**config.mk**
```make
export PLATFORM = sky130hd
export DESIGN_NAME = raster_scanner_flat
export DESIGN_NICKNAME = d
export VERILOG_FILES = /design/src/rtl/raster_scanner_if.sv /design/src/rtl/raster_scanner.sv /design/src/flat_wrapper.sv
export SDC_FILE = /design/constraint.sdc
export NUM_CORES = 1
export LEC_CHECK = 0
export ABC_AREA = 1
export CORE_MARGIN = 3
export CORE_UTILIZATION = 30
export CTS_CLUSTER_SIZE = 12
export DETAILED_ROUTE_END_ITERATION = 8
export SETUP_SLACK_MARGIN = 0.02
export SYNTH_ARGS = -nofsm -noshare
export SYNTH_HDL_FRONTEND = slang
export SYNTH_SLANG_ARGS = --single-unit
```
**constraint.sdc**
```tcl
create_clock -name clk -period 7.3 [get_ports clk]
set_input_delay 2.19 -clock clk [delete_from_list [all_inputs] [get_ports clk]]
set_output_delay 2.19 -clock clk [all_outputs]
set_load 0.05 [all_outputs]
```
**src/rtl/raster_scanner_if.sv**
```systemverilog
// Bundle between the rasterizer control, the scanner and the triangle tester.
// pt_valid qualifies px/py and pix_valid qualifies pix_*; neither has backpressure, so the tester takes one point every clock.
interface raster_scanner_if #(
  parameter int W  = 9,
  parameter int CW = 19
);
  logic          start;
  logic [W-1:0]  ax, bx, cx;
  logic [W-1:0]  ay, by, cy;
  logic [W-1:0]  px, py;
  logic          pt_valid;
  logic          S;
  logic          pix_valid;
  logic [W-1:0]  pix_x, pix_y;
  logic          pix_in;
  logic [CW-1:0] in_count;
  logic          busy;
  logic          done;
  logic [2:0]    dbg_state;

  modport master (
    input  start, ax, bx, cx, ay, by, cy, S,
    output px, py, pt_valid, pix_valid, pix_x, pix_y, pix_in,
    output in_count, busy, done, dbg_state
  );

  modport slave (
    output start, ax, bx, cx, ay, by, cy, S,
    input  px, py, pt_valid, pix_valid, pix_x, pix_y, pix_in,
    input  in_count, busy, done, dbg_state
  );
endinterface

```
**src/rtl/raster_scanner.sv**
```systemverilog
// Walks the bounding box of a latched triangle one point per clock (y inner loop),
// re-aligns the tester's inside flag with its coordinate and counts inside pixels.
module raster_scanner #(
  parameter int W        = 9,
  parameter int TEST_LAT = 1,
  parameter int CW       = 19
) (
  input  logic             clk,
  input  logic             rst,
  raster_scanner_if.master bus
);

  typedef enum logic [2:0] {
    IDLE  = 3'd0,
    BBOX  = 3'd1,
    SCAN  = 3'd2,
    DRAIN = 3'd3,
    DONE  = 3'd4
  } state_e;

  localparam int DW = (TEST_LAT > 1) ? $clog2(TEST_LAT) : 1;

  function automatic logic [W-1:0] min3(input logic [W-1:0] a, b, c);
    logic [W-1:0] m;
    m = (a < b) ? a : b;
    return (m < c) ? m : c;
  endfunction

  function automatic logic [W-1:0] max3(input logic [W-1:0] a, b, c);
    logic [W-1:0] m;
    m = (a > b) ? a : b;
    return (m > c) ? m : c;
  endfunction

  state_e        state_q, state_d;
  logic [W-1:0]  vx_q [3];
  logic [W-1:0]  vx_d [3];
  logic [W-1:0]  vy_q [3];
  logic [W-1:0]  vy_d [3];
  logic [W-1:0]  px_q, px_d, py_q, py_d;
  logic [W-1:0]  xmin, xmax, ymin, ymax;
  logic          pt_valid_q, pt_valid_d;
  logic          busy_q, busy_d;
  logic          done_q, done_d;
  logic [CW-1:0] in_count_q, in_count_d;
  logic [DW-1:0] drain_q, drain_d;

  logic          pv_q  [TEST_LAT];
  logic          pv_d  [TEST_LAT];
  logic [W-1:0]  pxs_q [TEST_LAT];
  logic [W-1:0]  pxs_d [TEST_LAT];
  logic [W-1:0]  pys_q [TEST_LAT];
  logic [W-1:0]  pys_d [TEST_LAT];
  logic          pix_v, pix_hit;

  assign xmin    = min3(vx_q[0], vx_q[1], vx_q[2]);
  assign xmax    = max3(vx_q[0], vx_q[1], vx_q[2]);
  assign ymin    = min3(vy_q[0], vy_q[1], vy_q[2]);
  assign ymax    = max3(vy_q[0], vy_q[1], vy_q[2]);
  assign pix_v   = pv_q[TEST_LAT-1];
  assign pix_hit = pix_v & bus.S;

  always_comb begin
    state_d    = state_q;
    vx_d       = vx_q;
    vy_d       = vy_q;
    px_d       = px_q;
    py_d       = py_q;
    pt_valid_d = pt_valid_q;
    busy_d     = busy_q;
    done_d     = 1'b0;
    drain_d    = drain_q;
    in_count_d = in_count_q;
    if (pix_hit && !(&in_count_q)) in_count_d = in_count_q + CW'(1);
    case (state_q)
      IDLE: begin
        if (bus.start) begin
          vx_d       = '{bus.ax, bus.bx, bus.cx};
          vy_d       = '{bus.ay, bus.by, bus.cy};
          in_count_d = '0;
          busy_d     = 1'b1;
          state_d    = BBOX;
        end
      end
      BBOX: begin
        px_d       = xmin;
        py_d       = ymin;
        pt_valid_d = 1'b1;
        state_d    = SCAN;
      end
      SCAN: begin
        // The corner point stops the walk before any increment, so 511 never wraps.
        if (px_q == xmax && py_q == ymax) begin
          pt_valid_d = 1'b0;
          drain_d    = DW'(TEST_LAT - 1);
          state_d    = DRAIN;
        end else if (py_q < ymax) begin
          py_d = py_q + W'(1);
        end else begin
          py_d = ymin;
          px_d = px_q + W'(1);
        end
      end
      DRAIN: begin
        if (drain_q == '0) begin
          done_d  = 1'b1;
          state_d = DONE;
        end else begin
          drain_d = drain_q - DW'(1);
        end
      end
      DONE: begin
        busy_d  = 1'b0;
        state_d = IDLE;
      end
      default: state_d = IDLE;
    endcase
  end

  // Coordinates only advance with a valid entry, so pix_x/pix_y hold between results.
  always_comb begin
    pv_d[0]  = pt_valid_q;
    pxs_d[0] = pt_valid_q ? px_q : pxs_q[0];
    pys_d[0] = pt_valid_q ? py_q : pys_q[0];
    for (int i = 1; i < TEST_LAT; i++) begin
      pv_d[i]  = pv_q[i-1];
      pxs_d[i] = pv_q[i-1] ? pxs_q[i-1] : pxs_q[i];
      pys_d[i] = pv_q[i-1] ? pys_q[i-1] : pys_q[i];
    end
  end

  always_ff @(posedge clk or posedge rst) begin
    if (rst) begin
      state_q    <= IDLE;
      for (int i = 0; i < 3; i++) begin
        vx_q[i] <= '0;
        vy_q[i] <= '0;
      end
      px_q       <= '0;
      py_q       <= '0;
      pt_valid_q <= 1'b0;
      busy_q     <= 1'b0;
      done_q     <= 1'b0;
      drain_q    <= '0;
      in_count_q <= '0;
    end else begin
      state_q    <= state_d;
      vx_q       <= vx_d;
      vy_q       <= vy_d;
      px_q       <= px_d;
      py_q       <= py_d;
      pt_valid_q <= pt_valid_d;
      busy_q     <= busy_d;
      done_q     <= done_d;
      drain_q    <= drain_d;
      in_count_q <= in_count_d;
    end
  end

  always_ff @(posedge clk or posedge rst) begin
    if (rst) begin
      for (int i = 0; i < TEST_LAT; i++) begin
        pv_q[i]  <= 1'b0;
        pxs_q[i] <= '0;
        pys_q[i] <= '0;
      end
    end else begin
      pv_q  <= pv_d;
      pxs_q <= pxs_d;
      pys_q <= pys_d;
    end
  end

  assign bus.px        = px_q;
  assign bus.py        = py_q;
  assign bus.pt_valid  = pt_valid_q;
  assign bus.pix_valid = pix_v;
  assign bus.pix_x     = pxs_q[TEST_LAT-1];
  assign bus.pix_y     = pys_q[TEST_LAT-1];
  assign bus.pix_in    = pix_hit;
  assign bus.in_count  = in_count_q;
  assign bus.busy      = busy_q;
  assign bus.done      = done_q;
  assign bus.dbg_state = state_q;

endmodule

```
**src/flat_wrapper.sv**
```systemverilog
// flat-port wrapper written by rule: the top's interface ports become plain ports
module raster_scanner_flat 
#(
  parameter int W        = 9,
  parameter int TEST_LAT = 1,
  parameter int CW       = 19
)
  (clk, rst, bus_start, bus_ax, bus_bx, bus_cx, bus_ay, bus_by, bus_cy, bus_S, bus_px, bus_py, bus_pt_valid, bus_pix_valid, bus_pix_x, bus_pix_y, bus_pix_in, bus_in_count, bus_busy, bus_done, bus_dbg_state);
  raster_scanner_if #(.W(W), .CW(CW)) bus_i ();
  input  logic clk;
  input  logic rst;
  input wire logic [$bits(bus_i.start)-1:0] bus_start;
  input wire logic [$bits(bus_i.ax)-1:0] bus_ax;
  input wire logic [$bits(bus_i.bx)-1:0] bus_bx;
  input wire logic [$bits(bus_i.cx)-1:0] bus_cx;
  input wire logic [$bits(bus_i.ay)-1:0] bus_ay;
  input wire logic [$bits(bus_i.by)-1:0] bus_by;
  input wire logic [$bits(bus_i.cy)-1:0] bus_cy;
  input wire logic [$bits(bus_i.S)-1:0] bus_S;
  output wire logic [$bits(bus_i.px)-1:0] bus_px;
  output wire logic [$bits(bus_i.py)-1:0] bus_py;
  output wire logic [$bits(bus_i.pt_valid)-1:0] bus_pt_valid;
  output wire logic [$bits(bus_i.pix_valid)-1:0] bus_pix_valid;
  output wire logic [$bits(bus_i.pix_x)-1:0] bus_pix_x;
  output wire logic [$bits(bus_i.pix_y)-1:0] bus_pix_y;
  output wire logic [$bits(bus_i.pix_in)-1:0] bus_pix_in;
  output wire logic [$bits(bus_i.in_count)-1:0] bus_in_count;
  output wire logic [$bits(bus_i.busy)-1:0] bus_busy;
  output wire logic [$bits(bus_i.done)-1:0] bus_done;
  output wire logic [$bits(bus_i.dbg_state)-1:0] bus_dbg_state;
  assign bus_i.start = bus_start;
  assign bus_i.ax = bus_ax;
  assign bus_i.bx = bus_bx;
  assign bus_i.cx = bus_cx;
  assign bus_i.ay = bus_ay;
  assign bus_i.by = bus_by;
  assign bus_i.cy = bus_cy;
  assign bus_i.S = bus_S;
  assign bus_px = bus_i.px;
  assign bus_py = bus_i.py;
  assign bus_pt_valid = bus_i.pt_valid;
  assign bus_pix_valid = bus_i.pix_valid;
  assign bus_pix_x = bus_i.pix_x;
  assign bus_pix_y = bus_i.pix_y;
  assign bus_pix_in = bus_i.pix_in;
  assign bus_in_count = bus_i.in_count;
  assign bus_busy = bus_i.busy;
  assign bus_done = bus_i.done;
  assign bus_dbg_state = bus_i.dbg_state;
  raster_scanner #(.W(W), .TEST_LAT(TEST_LAT), .CW(CW)) u_core (.clk(clk), .rst(rst), .bus(bus_i));
endmodule
```
=== Word level (Yosys, flattened, before mapping) ===
Cells that the tools add are included.

* Output and inout bits: 63
* Input bits: 58
* Logic and storage cells: 86
* Bits in registers: 117

* Bitwise operators: 1
* Magnitude comparators: 9
* Reduce and logical (&&, ||, !) cells: 15
* Multiplexer cells: 29
* Add/sub/neg operators: 4
* Equality and inequality tests: 11

{| class="wikitable"
|+ Operators with widths
! cell !! count
|-
| 9-bit two-way mux || 12
|-
| 19-bit two-way mux || 3
|-
| 9-bit < comparator || 5
|-
| 9-bit > comparator || 4
|-
| 9-bit case mux with 2 select lines || 2
|-
| 19-bit by 1-bit adder with 19-bit output, second input constant || 1
|-
| 19-bit AND reduction || 1
|-
| 9-bit by 1-bit adder with 9-bit output, second input constant || 2
|-
| 9-bit == test || 2
|-
| 3-bit case mux with 4 select lines || 1
|-
| 2-bit AND reduction || 5
|-
| 3-bit two-way mux || 3
|-
| 2-bit inequality test, second input constant || 4
|-
| 3-bit by 2-bit == test with 1-bit output, second input constant || 2
|-
| 1-bit case mux with 2 select lines || 3
|-
| 3-bit AND reduction || 2
|-
| 2-bit nonzero test || 3
|-
| 1-bit two-way mux || 5
|-
| 3-bit by 1-bit == test with 1-bit output, second input constant || 1
|-
| 3-bit == test, second input constant || 1
|-
| 3-bit logical NOT || 1
|-
| 1-bit logical AND || 2
|-
| 2-bit by 1-bit inequality test with 1-bit output, second input constant || 1
|-
| 1-bit AND || 1
|-
| 2 further kinds || 2
|}

=== Depth between registers and ports, before layout ===
* Word-level depth: 8
* Depth in mapped cells: 36

=== Worst setup path after synthesis ===
No wires, ideal clock.

* Kind: flip-flop to flip-flop
* From: register u_core.vy_q[13] (netlist bit)
* To: register u_core.py_q[1] (netlist: u_core.bus.py[1])
* Arrival: 5.072 ns
* Stages on the path, launching flop included: 30
* Buffers on the path: 3
* Setup time: 0.118 ns
* Data required time: 7.182 ns
* Clock period less this slack: 5.191 ns
* Setup slack: 2.109 ns
* Cell sequence: dfrtp_1 inv_1 ha_1 nand2_1 o41ai_1 clkbuf_1 nand2_1 o21ai_0 ha_1 nand2_1 nor2_1 a211oi_1 o21ai_0 nand3_1 a21oi_1 a211o_1 o41ai_1 clkbuf_1 o21ai_0 ha_1 a21oi_1 o21ai_0 a21oi_1 nand2_1 nor2_1 inv_1 clkbuf_1 or2_2 nand3_1 nand2_1

* Word-level cells in the longest chain between the ends: 8

{| class="wikitable"
|+ RTL lines
! item !! RTL line !! source
|-
| start, declared || raster_scanner.sv:38 || <nowiki>logic [W-1:0] vy_q [3];</nowiki>
|-
| start signal, assigned || raster_scanner.sv:149 || <nowiki>vy_q <= vy_d;</nowiki>
|-
| 9-bit > comparator || raster_scanner.sv:31 || <nowiki>m = (a > b) ? a : b;</nowiki>
|-
| 9-bit two-way mux || raster_scanner.sv:31 ||
|-
| 9-bit > comparator || raster_scanner.sv:32 || <nowiki>return (m > c) ? m : c;</nowiki>
|-
| 9-bit two-way mux || raster_scanner.sv:32 ||
|-
| 9-bit < comparator / 9-bit == test (equally long branches) || raster_scanner.sv:97, raster_scanner.sv:93 ||
|-
| 9-bit two-way mux / 1-bit logical AND (equally long branches) || raster_scanner.sv:97, raster_scanner.sv:93 ||
|-
| 9-bit two-way mux / 2-bit inequality test (equally long branches) || n/a ||
|-
| 9-bit case mux with 2 select lines / 2-bit AND reduction (equally long branches) || n/a ||
|-
| end signal, assigned || raster_scanner.sv:151 || <nowiki>py_q <= py_d;</nowiki>
|-
| end, declared || raster_scanner.sv:40 || <nowiki>logic [W-1:0] px_q, px_d, py_q, py_d;</nowiki>
|}

Several ways; a longest one is shown, not always the timed one. The select of a mux whose other input is x is not followed.
A chain may end at the register's enable or synchronous reset.

=== Worst setup path after layout ===
Same ends and word-level chain as after synthesis.

==> results.tsv <==
metric	value	unit
setup_viol	0	
grt_pass1_wl	33.4	mm
num_rows	57	
netlist_top_cells_count	nand2_1, o21ai_0, dfrtp_1	
critPathSlowestCell	o41ai_2	
min_path_type	reg2reg	
slew_violations	0	
synth_edf_count	0	
synth_top_area_share	38.7	%
cpPeakStageDelay	1020	ps
synthXorXnorAreaFrac	1.05	%
cts.path.max_buffers	2	
initial_utilization	30.7	%
p_int	0.00127	W
routed-via-count	6831	
synth.largest_area_cell	dfrtp_1	
required	7610	ps
num-nets-final	1231	
postPlaceCellArea	0.00898	mm²
muxShareOfSynthArea	0.900	%
fillCellCount	2564	
netSwitchingPower	0.000470	W
status	complete, no violations	
layout-drive-gt1-share	6.42	%
syn_inst	998	
routed_wirelength	20.5	mm
post_cts_buffers	0	
drt_iter0_drc	562	
min_period_over_period	83.0	%
fin_crit	6060	ps
dieArea	0.0270	mm²
power.share.switching	27.1	%
cap_violations	0	
portBuffers	120	
cts_num_sinks	116	
grt_max_degree	70	
synthArstFlopShare	100	%
wl_per_cell	14.2	µm
yosysSeqAreaShare	38.7	%
synth_seq_cells	116	
crit_type	reg2reg	
syn_avg_cell_area	7.52	µm²
cts_buffers	17	
synthMostInstantiatedCell	nand2_1	
drtAntennaViolNets	0	
antenna_cells	0	
cts-root-buf	clkbuf_16	
holdBufCountCts	0	
core	0.0245	mm²
antenna_found_initial	0	
power.static_leakage	4.63	nW
vdd.ir_drop.worst	0.183	mV
path_clk_slew	60	ps
tritoncts	yes	
crit_arrival	6360	ps
insertion_delay	410	ps
stdcell_count	1446	
p_clk_share	47.4	%
slew_headroom	22.7	%
rsz0062_at_grt	false	
synth-simple-area-share	25.8	%
cts_resized	0	
fin_setup_tns	0	ps
tightestPinTransition	1150	ps
synth_area_leaders	dfrtp_1, nand2_1, ha_1	
pwr_density_cell	182	mW/mm²
dr.pass1.iters	5	
syn_to_final_growth	27.5	%
gp_congestion	0.889	
path_delay_family	compound AO/OA/AOI/OAI gates	
fmax	0.165	GHz
combPwrFrac	12.8	%
crit_buf_inv	2	
critPathMaxFanout	16	
syn_area	0.00750	mm²
overflow	0	
synth_top_family_by_area	simple AND/OR/NAND/NOR gates	
grt_use_total	15.5	%
p_seq_share	39.7	%
crit_path_start_kind	register	
drc	0	
synthDistinctLibCells	43	
die_x	164	µm
hold_viol_final	0	
synth_flop_cell	dfrtp_1	
dp_cells	1414	
first_global_vias	6545	
syn_nets	1120	
viasPerCell	4.72	
pin_count	121	
end_kind	register	
finClkSkew	9.29	ps
place_hpwl	15.9	mm
synthAdderAreaFrac	10.7	%
ys_warn_count	0	
htreeDepth	4	
die_h	164	µm
final_cell_area	0.00957	mm²
synth_compound_area_share	14.8	%
cell families (layout without fill, tap and decap cells):
kind of cell / Yosys count / after routing
DFF: 116 / 116
adders and majority gates: 64 / 64
xor gates and xnor gates: 9 / 9
and+or+nand+nor: 449 / 449
muxes: 6 / 6
AOI/OAI and AO/OA: 209 / 209
buffers and inverters: 145 / 269
per-layer routing:
layer	vias up	GRT usage (%)	wire, µm
met3	23	2.65	763
met1	3152	22.6	10500
met5	-	0	0
met4	0	4.38	297
li1	3532	-	-
met2	124	23.6	8870
worst paths after layout:
check                                         start             endpoint  slack [ps]  depth (start not counted)
worst max-delay path                u_core.vy_q[13]     u_core.bus.py[1]        1240                         25
worst min-delay path            u_core.bus.pix_y[7]  u_core.bus.pix_y[7]         500                          1
worst min register to register  u_core.bus.pix_y[7]  u_core.bus.pix_y[7]         500                          1
worst max register to register      u_core.vy_q[13]     u_core.bus.py[1]        1240                         25
max in group asynchronous                       rst      u_core.vy_q[15]        3860                          3
min in group asynchronous                       rst  u_core.bus.pix_x[5]        2290                          2
stage by stage:
step / total power, W / utilization, % / setup WS, ps / hold WS [ps]
5_1_grt: 0.00181 / 39.1 / 661 / 526
2_1_floorplan: 0.000832 / - / 2040 / 498
3_5_place_dp: 0.000926 / 36.7 / 1320 / 498
4_1_cts: 0.00176 / 39.1 / 1300 / 511
6_report: 0.00174 / 39.1 / 1240 / 504
3_3_place_gp: 0.000924 / 36.7 / 1380 / 489
cells in the final DEF, fill, tap and decap left out, types with 3 or more instances in the layout:
cell type        synthesis  routed
dfrtp_1                116     116
inv_1                  111     109
nand2_1                267     267
clkinv_2                 0       5
nand3_2                  5       5
clkinvlp_4               0       3
o21ai_0                128     128
o211ai_1                 6       6
nand3b_1                 4       4
o21ai_1                  3       3
nor3_1                  19      19
xor2_1                   7       7
clkdlybuf4s50_1          0     120
nand4_1                  8       8
nor2_1                  60      60
clkinv_4                 0       3
buf_4                    1       5
nand2_2                 10      10
a21oi_1                 56      56
ha_1                    64      64
nand3_1                 62      62
clkbuf_16                0      17
mux2_2                   6       6
o21a_1                   3       3
nor4_1                   4       4
state kept, by name (all words and copies together), names as in the netlist:
signal,cells
u_core.bus.pt_valid,1
u_core.bus.busy,1
u_core.bus.pix_x,9
u_core.bus.done,1
u_core.bus.py,9
u_core.bus.px,9
u_core.bus.in_count,19
u_core.bus.pix_valid,1
u_core.bus.pix_y,9
u_core.vy_q,27
u_core.vx_q,27
u_core.bus.dbg_state,3
power by group through the flow:
stage / Clock, W / Sequential, W / Combinational [W]
after floorplan: 0 / 0.000772 / 0.0000599
after global placement: 0 / 0.000701 / 0.000223
after detailed placement: 0 / 0.000701 / 0.000225
after CTS: 0.000845 / 0.000690 / 0.000225
after global routing: 0.000876 / 0.000693 / 0.000242
final: 0.000824 / 0.000690 / 0.000223
layout make-up:
type	count	area (µm²)	share of cell area, %
multi-input combinational	737	4010	41.9
tap	324	405	4.24
clock inverter	13	134	1.40
clock buffer	19	453	4.73
inverter	112	423	4.42
timing repair buffer	125	1240	12.9
sequential	116	2900	30.3
Power figures use the tool's default switching activity.
